--- config.mk ---
export PLATFORM = sky130hd
export DESIGN_NAME = cdb_arbiter_flat
export DESIGN_NICKNAME = d
export VERILOG_FILES = /design/src/rtl/cdb_arbiter_if.sv /design/src/rtl/cdb_arbiter.sv /design/src/flat_wrapper.sv
export SDC_FILE = /design/constraint.sdc
export NUM_CORES = 1
export LEC_CHECK = 0
export ABC_AREA = 1
export BUFFER_PORTS_ARGS = -buffer_cell sky130_fd_sc_hd__buf_2
export CAP_MARGIN = 25
export CORE_ASPECT_RATIO = 0.9
export CORE_MARGIN = 4
export CORE_UTILIZATION = 55
export CTS_BUF_LIST = sky130_fd_sc_hd__clkbuf_2 sky130_fd_sc_hd__clkbuf_4 sky130_fd_sc_hd__clkbuf_8
export CTS_CLUSTER_SIZE = 25
export DETAILED_ROUTE_END_ITERATION = 8
export GPL_TIMING_DRIVEN = 0
export PLACE_DENSITY = 0.76
export SETUP_SLACK_MARGIN = 0.5
export SLEW_MARGIN = 20
export SYNTH_ARGS = -nofsm -noshare
export SYNTH_HDL_FRONTEND = slang
export SYNTH_SLANG_ARGS = --single-unit
--- constraint.sdc ---
create_clock -name clock -period 14.85 [get_ports clock]
set_clock_uncertainty 0.2 [all_clocks]
set_input_delay 0.7425 -clock clock [delete_from_list [all_inputs] [get_ports clock]]
set_output_delay 0.7425 -clock clock [all_outputs]
set_load 0.05 [all_outputs]
--- src/rtl/cdb_arbiter_if.sv ---
// ---------------------------------------------------------------------------
// cdb_arbiter_if
//   Groups the completion-request / CDB-grant signals between the functional
//   unit output latches (master) and the CDB arbiter (slave).
//
//   Handshake: req[i] is a level request from FU i. gnt[i] answers it in the
//   same cycle and the transfer happens at the next posedge. A requester with
//   req[i]=1 and gnt[i]=0 sees stall[i]=1 and must keep its result and req[i]
//   asserted into the next cycle. Nothing moves while en=0 or flush=1.
//
//   Signals
//     en        master->slave  arbitration enable
//     flush     master->slave  clear arbiter age state
//     req       master->slave  per-FU completion request
//     gnt       slave->master  per-FU grant
//     cdb_valid slave->master  per-port valid
//     cdb_idx   slave->master  per-port FU index, slice k = [k*IDX_W +: IDX_W]
//     stall     slave->master  req & ~gnt
// ---------------------------------------------------------------------------
interface cdb_arbiter_if #(
   parameter int NUM_FU  = 8,
   parameter int NUM_CDB = 2,
   parameter int IDX_W   = $clog2(NUM_FU)
);
   logic                     en;
   logic                     flush;
   logic [NUM_FU-1:0]        req;
   logic [NUM_FU-1:0]        gnt;
   logic [NUM_CDB-1:0]       cdb_valid;
   logic [NUM_CDB*IDX_W-1:0] cdb_idx;
   logic [NUM_FU-1:0]        stall;

   modport master (
      output en, flush, req,
      input  gnt, cdb_valid, cdb_idx, stall
   );

   modport slave (
      input  en, flush, req,
      output gnt, cdb_valid, cdb_idx, stall
   );
endinterface

--- src/rtl/cdb_arbiter.sv ---
// ---------------------------------------------------------------------------
// cdb_arbiter
//   Grants up to NUM_CDB functional-unit completion requests per cycle onto
//   the common data bus ports. Fixed order is highest FU index first; any
//   requester that has waited STARVE_LIM cycles is promoted above that order.
//   Losers are stalled and must hold their result.
//
//   Ports
//     clock    system clock, all state updates on posedge
//     reset_n  synchronous active-low reset
//     bus      cdb_arbiter_if.slave (en, flush, req in; gnt, cdb_valid,
//              cdb_idx, stall out)
//
//   State is only the per-FU saturating age counter age_q.
// ---------------------------------------------------------------------------
module cdb_arbiter #(
   parameter int NUM_FU     = 8,
   parameter int NUM_CDB    = 2,
   parameter int STARVE_LIM = 3,
   localparam int IDX_W     = $clog2(NUM_FU),
   localparam int CNT_W     = $clog2(STARVE_LIM + 1)
) (
   input  logic          clock,
   input  logic          reset_n,
   cdb_arbiter_if.slave  bus
);

   localparam logic [CNT_W-1:0] AGE_MAX = CNT_W'(STARVE_LIM);

   logic [CNT_W-1:0]         age_q [NUM_FU];
   logic [CNT_W-1:0]         age_d [NUM_FU];

   logic                     active;
   logic [NUM_FU-1:0]        starved;
   logic [NUM_FU-1:0]        gnt_c;
   logic [NUM_CDB-1:0]       cdb_valid_c;
   logic [NUM_CDB*IDX_W-1:0] cdb_idx_c;
   int                       port_n;

   // Reset is folded in here so outputs are already quiet during the reset
   // cycle, not only after the first edge.
   assign active = bus.en & ~bus.flush & reset_n;

   always_comb begin
      for (int i = 0; i < NUM_FU; i++) begin
         starved[i] = bus.req[i] & (age_q[i] == AGE_MAX);
      end
   end

   // Two scans over the FUs, highest index first: pass 0 takes starved
   // requesters, pass 1 takes the rest. port_n counts ports already filled
   // so winners land on CDB0, CDB1, ... in the order they are found.
   always_comb begin
      gnt_c       = '0;
      cdb_valid_c = '0;
      cdb_idx_c   = '0;
      port_n      = 0;
      if (active) begin
         for (int pass = 0; pass < 2; pass++) begin
            for (int i = NUM_FU - 1; i >= 0; i--) begin
               if (bus.req[i] && (starved[i] == (pass == 0)) && (port_n < NUM_CDB)) begin
                  gnt_c[i] = 1'b1;
                  for (int k = 0; k < NUM_CDB; k++) begin
                     if (k == port_n) begin
                        cdb_valid_c[k]                 = 1'b1;
                        cdb_idx_c[k*IDX_W +: IDX_W]    = IDX_W'(i);
                     end
                  end
                  port_n = port_n + 1;
               end
            end
         end
      end
   end

   assign bus.gnt       = gnt_c;
   assign bus.cdb_valid = cdb_valid_c;
   assign bus.cdb_idx   = cdb_idx_c;
   assign bus.stall     = active ? (bus.req & ~gnt_c) : '0;

   // Age next-state. flush beats en=0; a granted or idle FU restarts at 0;
   // a stalled FU counts up and sticks at STARVE_LIM.
   always_comb begin
      for (int i = 0; i < NUM_FU; i++) begin
         age_d[i] = age_q[i];
         if (bus.flush) begin
            age_d[i] = '0;
         end else if (bus.en) begin
            if (gnt_c[i] || !bus.req[i]) begin
               age_d[i] = '0;
            end else if (age_q[i] != AGE_MAX) begin
               age_d[i] = age_q[i] + CNT_W'(1);
            end
         end
      end
   end

   always_ff @(posedge clock) begin
      if (!reset_n) begin
         for (int i = 0; i < NUM_FU; i++) begin
            age_q[i] <= '0;
         end
      end else begin
         for (int i = 0; i < NUM_FU; i++) begin
            age_q[i] <= age_d[i];
         end
      end
   end

endmodule

--- src/flat_wrapper.sv ---
// flat-port wrapper written by rule: the top's interface ports become plain ports
module cdb_arbiter_flat 
#(
   parameter int NUM_FU     = 8,
   parameter int NUM_CDB    = 2,
   parameter int STARVE_LIM = 3,
   localparam int IDX_W     = $clog2(NUM_FU),
   localparam int CNT_W     = $clog2(STARVE_LIM + 1)
)
  (clock, reset_n, bus_en, bus_flush, bus_req, bus_gnt, bus_cdb_valid, bus_cdb_idx, bus_stall);
  cdb_arbiter_if #(.NUM_FU(NUM_FU), .NUM_CDB(NUM_CDB)) bus_i ();
  input  logic clock;
  input  logic reset_n;
  input wire logic [$bits(bus_i.en)-1:0] bus_en;
  input wire logic [$bits(bus_i.flush)-1:0] bus_flush;
  input wire logic [$bits(bus_i.req)-1:0] bus_req;
  output wire logic [$bits(bus_i.gnt)-1:0] bus_gnt;
  output wire logic [$bits(bus_i.cdb_valid)-1:0] bus_cdb_valid;
  output wire logic [$bits(bus_i.cdb_idx)-1:0] bus_cdb_idx;
  output wire logic [$bits(bus_i.stall)-1:0] bus_stall;
  assign bus_i.en = bus_en;
  assign bus_i.flush = bus_flush;
  assign bus_i.req = bus_req;
  assign bus_gnt = bus_i.gnt;
  assign bus_cdb_valid = bus_i.cdb_valid;
  assign bus_cdb_idx = bus_i.cdb_idx;
  assign bus_stall = bus_i.stall;
  cdb_arbiter #(.NUM_FU(NUM_FU), .NUM_CDB(NUM_CDB), .STARVE_LIM(STARVE_LIM)) u_core (.clock(clock), .reset_n(reset_n), .bus(bus_i));
endmodule
# Yosys cells after proc, flatten, opt, wreduce, memory -nomap -nowiden
# Memory sizes are Yosys's and may differ from the RTL's.
# Cells that the tools add are included.
# op_classes
addsub	22
muxes	191
eq_ne	31
div	0
shifts	0
n_lt_le_gt_ge	15
bitwise	29
n_reduce_logical	62
n_mul	0
# ops
operator	count
two-way mux 32 bit	29
equality test 2 x 32 -> 1 bit (first input constant)	15
logical NOT 32 bit	15
< comparator 32 x 3 -> 1 bit (second input constant)	15
adder 32 x 2 -> 32 bit (second input constant)	14
two-way mux 2 bit	60
two-way mux 6 bit	20
two-way mux 3 bit	31
two-way mux 1 bit	49
logical AND 1 bit	31
adder 2 x 1 -> 2 bit (second input constant)	8
equality test 2 bit (second input constant)	8
two-way mux 8 bit	2
!= test 2 bit (second input constant)	8
bitwise AND 1 bit	10
NOT 1 bit	9
bitwise AND 8 bit	1
logical NOT 1 bit	8
logical OR 1 bit	8
NOT 8 bit	1
OR 1 bit	8
# word_totals
rom_bits	0
mem_bits_rw	16
latch_bits	0
input_bits	12
mem_count	1
register_bits	0
output_inout_bits	24
wordCells	351
# mem_list
name	depth	word_bits	rd	rd_clocked_by_memory_dff	wr	line_no	rtl
u_core.age_q	8	2	8	0	8	cdb_arbiter.sv:30	logic [CNT_W-1:0] age_q [NUM_FU];

# Longest topological paths before layout
# Gate-level depths: netlist (run 1).
# An unclocked memory read counts as a cell.
# depth
ltp_word	71
ltp_mapped	64
mapped_depth_nobuf	64

# Worst setup path after synthesis (run 1)
# Ideal clock, no wire load.
# synth_timing
path_type	in2out
startpoint	input bus_req[6]
endpoint	output bus_cdb_idx[3]
path_stages	62
required_time_ns	13.907
path_slack_ns	3.917
path_buffers	0
t_arrival_ns	9.991
path_cell_list	nand2_1 -> inv_1 -> ha_1 -> nor2_1 -> inv_1 -> fa_1 -> inv_1 -> ha_1 -> nand2_4 -> nand2_8 -> ha_1 -> or2_1 -> nand2_1 -> inv_1 -> ha_1 -> nor2_1 -> nand3b_4 -> inv_2 -> [... 26 more ...] -> nand2_1 -> inv_2 -> ha_1 -> inv_1 -> a21oi_1 -> ha_1 -> inv_1 -> nand4_1 -> nand2_1 -> inv_1 -> ha_1 -> inv_1 -> nor2_1 -> o211ai_1 -> inv_1 -> nand2_1 -> nand2_1 -> a21oi_1
# synth_between
elab_chain_len	61
elab_cells_between_ends	122
classes_between	add/sub: 13; order compare: 14; eq/ne: 14; mux: 62; bitwise: 2; reduce/logical: 17
# synth_lines
element	line_no	rtl
start, declared	flat_wrapper.sv:16	input wire logic [$bits(bus_i.req)-1:0] bus_req;
bitwise AND 1 bit	cdb_arbiter.sv:46	starved[i] = bus.req[i] & (age_q[i] == AGE_MAX);
logical AND 1 bit (2 in a row)	cdb_arbiter.sv:61	if (bus.req[i] && (starved[i] == (pass == 0)) && (port_n < NUM_CDB)) begin
two-way mux 32 bit	cdb_arbiter.sv:61	
two-way mux 32 bit	cdb_arbiter.sv:58	if (active) begin
< comparator 32 x 3 -> 1 bit	cdb_arbiter.sv:61	
logical AND 1 bit	cdb_arbiter.sv:61	
two-way mux 32 bit	cdb_arbiter.sv:61	
two-way mux 32 bit	cdb_arbiter.sv:58	
[... 44 more ...]	--	
< comparator 32 x 3 -> 1 bit	cdb_arbiter.sv:61	
logical AND 1 bit	cdb_arbiter.sv:61	
two-way mux 32 bit	cdb_arbiter.sv:61	
two-way mux 32 bit	cdb_arbiter.sv:58	
< comparator 32 x 3 -> 1 bit or equality test 2 x 32 -> 1 bit (tied branches)	cdb_arbiter.sv:61, cdb_arbiter.sv:64	
logical AND 1 bit or two-way mux 3 bit (tied branches)	cdb_arbiter.sv:61, cdb_arbiter.sv:64	
two-way mux 6 bit *	cdb_arbiter.sv:61	
two-way mux 6 bit *	cdb_arbiter.sv:58	
end, declared	flat_wrapper.sv:19	output wire logic [$bits(bus_i.cdb_idx)-1:0] bus_cdb_idx;
# Every way passes the cells marked *; elsewhere a longest branch is shown, timed or not. The select of a mux whose other input is x is not followed.

# Worst setup path in the final report (run 1)
# layout_timing
startpoint	input bus_req[7]
endpoint	output bus_cdb_idx[3]
# layout_between
elab_chain_len	64
elab_cells_between_ends	126
classes_between	add/sub: 14; order compare: 15; eq/ne: 14; mux: 64; bitwise: 2; reduce/logical: 17
# layout_lines
element	line_no
bitwise AND 1 bit	cdb_arbiter.sv:46
logical AND 1 bit	cdb_arbiter.sv:61
two-way mux 1 bit	cdb_arbiter.sv:61
two-way mux 32 bit	cdb_arbiter.sv:58
< comparator 32 x 3 -> 1 bit	cdb_arbiter.sv:61
logical AND 1 bit	cdb_arbiter.sv:61
two-way mux 32 bit	cdb_arbiter.sv:61
two-way mux 32 bit	cdb_arbiter.sv:58
[... 48 more ...]	--
< comparator 32 x 3 -> 1 bit	cdb_arbiter.sv:61
logical AND 1 bit	cdb_arbiter.sv:61
two-way mux 32 bit	cdb_arbiter.sv:61
two-way mux 32 bit	cdb_arbiter.sv:58
< comparator 32 x 3 -> 1 bit or equality test 2 x 32 -> 1 bit (tied branches)	cdb_arbiter.sv:61, cdb_arbiter.sv:64
logical AND 1 bit or two-way mux 3 bit (tied branches)	cdb_arbiter.sv:61, cdb_arbiter.sv:64
two-way mux 6 bit *	cdb_arbiter.sv:61
two-way mux 6 bit *	cdb_arbiter.sv:58
# Marked as above.

==> impl_metrics.py, run 1 <==
metrics = {
    "layout": {
        "top_register": "u_core.age_q",
        "multiInputGateArea_sq_um": 2160,
        "final_common_cell": "inv_1",
        "biggestRegsByFlops": "u_core.age_q: 16 flops",
        "design_area_sq_um": 3210,
        "areaGrowthSynthToFinish_pct": 10.7,
        "drive_gt1_share_pct": 19.2,
        "fill_cells": 496,
        "seq_area_sq_um": 320,
        "fin_nets": 537,
        "largest_reg_flops": 16,
        "diodes": 0,
        "final_cell_mix": "inv_1 (93), nand2_1 (92), ha_1 (43), buf_2 (36), a21oi_1 (33)",
    },
    "global_route": {
        "first_global_vias": 2626,
        "antenna_found_initial": 0,
        "grtUsageTotal_pct": 21.9,
        "grt_max_degree": 11,
        "grt_first_pass_wirelength_um": 11900,
        "grt-ovfl-total": 0,
    },
    "yosys": {
        "synth_nets": 497,
        "syn_avg_cell_area_sq_um": 6.57,
        "ys_ff_latch": 16,
        "synth_cells": 441,
        "synthTopCellsByArea": "ha_1 (19%), inv_1 (12%), nand2_1 (12%)",
        "synth_top_area_cell": "ha_1",
        "synth_top_area_share_pct": 18.6,
        "syn-cell-area_sq_um": 2900,
        "yosysSeqAreaShare_pct": 11.0,
        "yosysWarningCount": 0,
        "yosysUniqueCellTypes": 42,
    },
    "sta": {
        "worst-slew-pin-transition_ns": 0.571,
        "fin_setup_tns_ns": 0,
        "setup_viol": 0,
        "finalHoldViolations": 0,
        "fmax_mhz": 85.9,
        "fin_crit_ns": 11.64,
        "slew_headroom_pct": 61.8,
        "slew_violations": 0,
        "rsz0062_at_grt": "false",
        "min_period_over_period_pct": 78.4,
    },
    "floorplan": {
        "row_count": 24,
        "die_w_um": 84.5,
        "initial_utilization_pct": 58.2,
        "core_area_sq_um": 4980,
        "dieArea_sq_um": 6500,
        "io_pins": 36,
        "die_h_um": 76.9,
    },
    "place": {
        "place_congestion": 0.882,
        "io_buffers": 35,
        "dp_hpwl_um": 6100,
        "dpl_cell_area_sq_um": 3160,
    },
    "flow_run": {
        "cap_violations": 0,
    },
    "clock_tree": {
        "clock_sinks": 16,
        "postCtsResizedCells": 0,
        "ctsHoldBuffers": 0,
        "cts.path.max_buffers": 2,
        "clock_latency_ns": 0.25,
        "clockRootBuffer": "clkbuf_8",
        "cts_buffers": 3,
        "clkTransAtPathRegs_ns": 0.07,
        "cts_tree": "done",
        "post-cts-setup-buffers": 0,
        "htree_levels": 1,
    },
    "pwr": {
        "power_mw": 0.170,
        "leakage_nw": 1.87,
        "internal_power_mw": 0.0943,
        "ir_drop_uv": 59.4,
        "p_comb_share_pct": 51.1,
        "p_switching_mw": 0.0752,
        "p_seq_share_pct": 26.3,
        "p_per_area_nw_per_um2": 52.8,
        "clkPwrFrac_pct": 22.7,
        "swShare_pct": 44.4,
    },
    "routing": {
        "drtIter0Drc": 124,
        "antenna_left": 0,
        "viasPerCell": 5.13,
        "firstDrtPassIters": 4,
        "wire_per_inst_um": 12.9,
        "routed_wl_um": 7040,
        "drcViolationCount": 0,
        "num_vias": 2796,
    },
    "critical_path": {
        "crit_arrival_ns": 10.70,
        "slowest_delay_ns": 0.60,
        "crit_fanout": 7,
        "cp-start-kind": "primary input",
        "cpMostUsedCell": "inv_1",
        "crit_type": "primary input to output port",
        "cp.required_ns": 13.91,
        "cpMaxStageDelayCell": "fa_1",
        "end_kind": "output port",
    },
    "status": {
        "outcome": "finished, final reports clean",
    },
    "min_path": {
        "hold_class": "flip-flop to flip-flop",
    },
}
## critical path, delay by kind of cell
family                     cells  cell delay, ns
and+or+nand+nor               23            2.91
buffers and inverters         23            1.82
AOI/OAI and AO/OA              4            0.92
adders and majority gates     14            4.24
## layout make-up
class / instances / share of cell area [%]
flip-flops and latches: 16 / 9.98
inverters: 105 / 12.6
well taps: 65 / 2.53
clock buffers: 4 / 1.71
repair buffers: 35 / 5.46
multi-input cells: 317 / 67.3
plain buffers: 3 / 0.390
## power by group through the flow
stage	Clock, mW	Combinational (mW)	Sequential, mW
5_1_grt	0.0419	0.0979	0.0446
4_1_cts	0.0397	0.0861	0.0445
3_3_place_gp	0	0.0831	0.0454
2_1_floorplan	0	0.0668	0.0453
3_5_place_dp	0	0.0855	0.0455
6_report	0.0384	0.0866	0.0445
## metal layers
layer | global-route usage (%) | wire length, um
met1 | 29.2 | 3370
met4 | 2.53 | 42
met2 | 39.7 | 3420
met3 | 1.07 | 203
met5 | 0 | 0
## final timing paths
path / startpoint / end / slack (ns) / depth (start not counted)
max: bus_req[7] / bus_cdb_idx[3] / 3.21 / 64
min: u_core.age_q[0][6] / u_core.age_q[0][6] / 0.27 / 2
max reg2reg: u_core.age_q[0][14] / u_core.age_q[0][1] / 4.45 / 63
min reg2reg: u_core.age_q[0][6] / u_core.age_q[0][6] / 0.27 / 2
## per-stage QoR
step	worst slack, ns	hold WS [ns]	std cells	util (%)
global placement	3.37	0.257	541	63.3
floorplan	3.92	0.243	441	-
detailed placement	3.21	0.262	541	63.3
CTS	3.22	0.273	545	64.4
finish	3.21	0.270	545	64.4
global route	2.34	0.301	545	64.4
## kinds of logic (layout without fill, tap and decap cells)
| family | Yosys count | count (layout) | share of synthesized area (%) |
|---|---|---|---|
| AO/OA/AOI/OAI | 65 | 65 | 13.1 |
| adder cells (fa/ha/maj) | 44 | 44 | 19.2 |
| XOR/XNOR | 8 | 8 | 6.43 |
| buffers and inverters | 108 | 147 | 14.4 |
| flip-flops | 16 | 16 | 11.0 |
| AND/OR/NAND/NOR | 200 | 200 | 35.8 |
## synth_stat cells, drive strengths merged
master,n
or2,2
o22ai,5
xor2,8
nand3b,2
nand4,15
nand3,26
nand2,108
a21o,1
a211oi,2
ha,43
clkinv,2
fa,1
nor4,3
o21ai,11
a21oi,36
o21ba,1
inv,103
nor3,7
o21a,1
o21bai,1
dfxtp,16
a311oi,1
buf,1
clkbuf,2
a22oi,2
nor2,37
o211ai,4
(Power assumes the default switching activity.)
==> run 2, diff against run 1 <==
--- a/config.mk
+++ b/config.mk
@@ -15,7 +15,7 @@
 export CTS_CLUSTER_SIZE = 25
 export DETAILED_ROUTE_END_ITERATION = 8
 export GPL_TIMING_DRIVEN = 0
-export PLACE_DENSITY = 0.76
+export PLACE_DENSITY = 0.79
 export SETUP_SLACK_MARGIN = 0.5
 export SLEW_MARGIN = 20
 export SYNTH_ARGS = -nofsm -noshare
==> constraint.sdc (replaced) <==
create_clock -name clock -period 10.3 [get_ports clock]
set_clock_uncertainty 0.2 [all_clocks]
set_input_delay 0.515 -clock clock [delete_from_list [all_inputs] [get_ports clock]]
set_output_delay 0.515 -clock clock [all_outputs]
set_load 0.05 [all_outputs]
==> run 2 against run 1 <==
  * Via count is 15% higher
  * Count of clock-buffer cells in the layout shrank 1
  * Critical endpoint is now bus_cdb_idx[5]
  * Critical path type is now flip-flop to output port
  * Sequential share of layout area down 1.9 points
  * Largest power group unchanged
  * Utilization up 17 points
  * Combinational power up 120%
  * Highest routed layer unchanged
  * Global-route usage rose by 1.6 points
  * Worst hold slack better by 0.0018 ns
  * Routed wire length rose by 23%
  * Non-clock buffer count increased by 55
  * Largest cell class unchanged
==> impl_metrics.py, run 2 (same netlist as run 1, synthesis figures left out) <==
metrics = {
    "status": {
        "outcome": "finished, final reports clean",
    },
    "layout": {
        "design_area_sq_um": 4070,
        "seq_area_sq_um": 328,
        "final_core_utilization_pct": 81.6,
        "final_common_cell": "nand2_1",
        "areaGrowthSynthToFinish_pct": 40.3,
        "largest_reg_flops": 16,
        "multiInputGateArea_sq_um": 2560,
        "drive_gt1_share_pct": 40.3,
        "top_register": "u_core.age_q",
        "biggestRegsByFlops": "u_core.age_q: 16 flops",
        "final_cell_mix": "nand2_1 (78), inv_1 (74), buf_4 (59), a21oi_1 (29), buf_2 (29)",
        "fill_cells": 342,
        "diodes": 0,
        "fin_nets": 592,
    },
    "flow_run": {
        "cap_violations": 0,
    },
    "critical_path": {
        "cpMostUsedCell": "ha_4",
        "cpMaxStageDelayCell": "fa_2",
        "crit_arrival_ns": 8.83,
        "crit_fanout": 5,
        "cp-start-kind": "flip-flop",
        "slowest_delay_ns": 0.56,
        "crit_family": "adder cells",
        "cp.required_ns": 9.59,
        "crit_type": "flip-flop to output port",
        "cp_num_buf_inv": 20,
        "end_kind": "output port",
    },
    "clock_tree": {
        "clock_sinks": 16,
        "ctsHoldBuffers": 0,
        "cts_tree": "done",
        "clkTransAtPathRegs_ns": 0.06,
        "cts.path.max_buffers": 2,
        "htree_levels": 1,
        "clockRootBuffer": "clkbuf_8",
        "cts_buffers": 3,
        "clock_latency_ns": 0.25,
    },
    "floorplan": {
        "die_w_um": 84.5,
        "io_pins": 36,
        "die_h_um": 76.9,
        "core_area_sq_um": 4980,
        "dieArea_sq_um": 6500,
        "row_count": 24,
        "initial_utilization_pct": 58.2,
    },
    "min_path": {
        "hold_class": "flip-flop to flip-flop",
    },
    "routing": {
        "drtIter0Drc": 171,
        "drcViolationCount": 0,
        "viasPerCell": 5.35,
        "num_vias": 3206,
        "antenna_left": 0,
        "firstDrtPassIters": 5,
        "wire_per_inst_um": 14.4,
        "routed_wl_um": 8640,
    },
    "global_route": {
        "grt_first_pass_wirelength_um": 12700,
        "busiest_layer": "met2",
        "grt_max_degree": 11,
        "use_met2_pct": 40.9,
        "grtUsageMet1_pct": 30.4,
        "grtUsageTotal_pct": 23.5,
        "grt-ovfl-total": 0,
        "met3_usage_pct": 1.50,
        "antenna_found_initial": 0,
        "first_global_vias": 2888,
    },
    "pwr": {
        "p_per_area_nw_per_um2": 74.4,
        "leakage_nw": 2.15,
        "power_mw": 0.302,
        "ir_drop_uv": 80.7,
    },
    "sta": {
        "setup_viol": 0,
        "fin_crit_ns": 9.54,
        "slew_headroom_pct": 62.5,
        "slew_violations": 0,
        "fmax_mhz": 105,
        "finalHoldViolations": 0,
        "worst-slew-pin-transition_ns": 0.561,
        "fin_setup_tns_ns": 0,
        "min_period_over_period_pct": 92.6,
        "rsz0062_at_grt": "false",
    },
    "place": {
        "place_congestion": 0.839,
        "io_buffers": 35,
        "dp_hpwl_um": 6060,
        "dpl_cell_area_sq_um": 3260,
    },
}
==> run 2: cell count changes in the layout (fill, tap and decap cells not counted), moves of 7 or more <==
cell and change:
buf_2 -7, inv_4 +7, nand2_2 +9, ha_4 +15, nand2_1 -14, buf_4 +59
ha_1 -15, nor2_1 -7, inv_1 -19, inv_2 +12
==> run 2: final timing paths <==
kind                       startpoint             endpoint  slack (ns)  depth (start not counted)
hold reg to reg   u_core.age_q[0][11]  u_core.age_q[0][11]        0.27                          2
hold / removal    u_core.age_q[0][11]  u_core.age_q[0][11]        0.27                          2
setup / recovery  u_core.age_q[0][15]       bus_cdb_idx[5]        0.76                         62
setup reg to reg  u_core.age_q[0][15]   u_core.age_q[0][1]        1.63                         62
==> run 2: metal layers <==
| layer | up-vias | wire length [um] |
|---|---|---|
| met5 | - | 0 |
| met4 | 0 | 254 |
| met3 | 22 | 407 |
| met2 | 109 | 4330 |
| met1 | 1489 | 3650 |
| li1 | 1586 | - |
==> run 2: what timing repair did <==
item,in CTS,in global routing
resized for setup,29,51
hold endpoints to repair,0,0
pin swaps,22,42
buffers inserted,25,30
endpoints found under the setup margin,15,12
==> run 2: metrics by stage <==
stage	cells	setup WS (ns)	hold WS (ns)
5_1_grt	599	0.363	0.292
4_1_cts	569	0.509	0.273
3_3_place_gp	541	-0.336	0.257
2_1_floorplan	441	0.523	0.243
6_report	599	0.758	0.272
3_5_place_dp	541	-0.536	0.263
==> run 2: worst register-to-register path: cells and delay by family (launching register included) <==
kind	cells	cell delay, ns
adder cells (fa/ha/maj)	13	3.19
AND/OR/NAND/NOR	25	2.58
buffers and inverters	19	1.33
AO/OA/AOI/OAI	4	0.74
flip-flops	1	0.36
XOR/XNOR	1	0.21
==> run 2: area by class of cell <==
class / count / area share [%]
Tap cell: 65 / 2.00
Buffer: 3 / 0.308
Timing Repair Buffer: 90 / 15.4
Clock buffer: 3 / 1.02
Inverter: 105 / 10.4
Multi-Input combinational cell: 317 / 62.9
Sequential cell: 16 / 8.06
==> run 2: power breakdown <==
| part | switching [mW] | internal, mW |
|---|---|---|
| clock | 0.0206 | 0.0259 |
| combinational | 0.115 | 0.0771 |
| sequential | 0.00102 | 0.0631 |
| total | 0.136 | 0.166 |
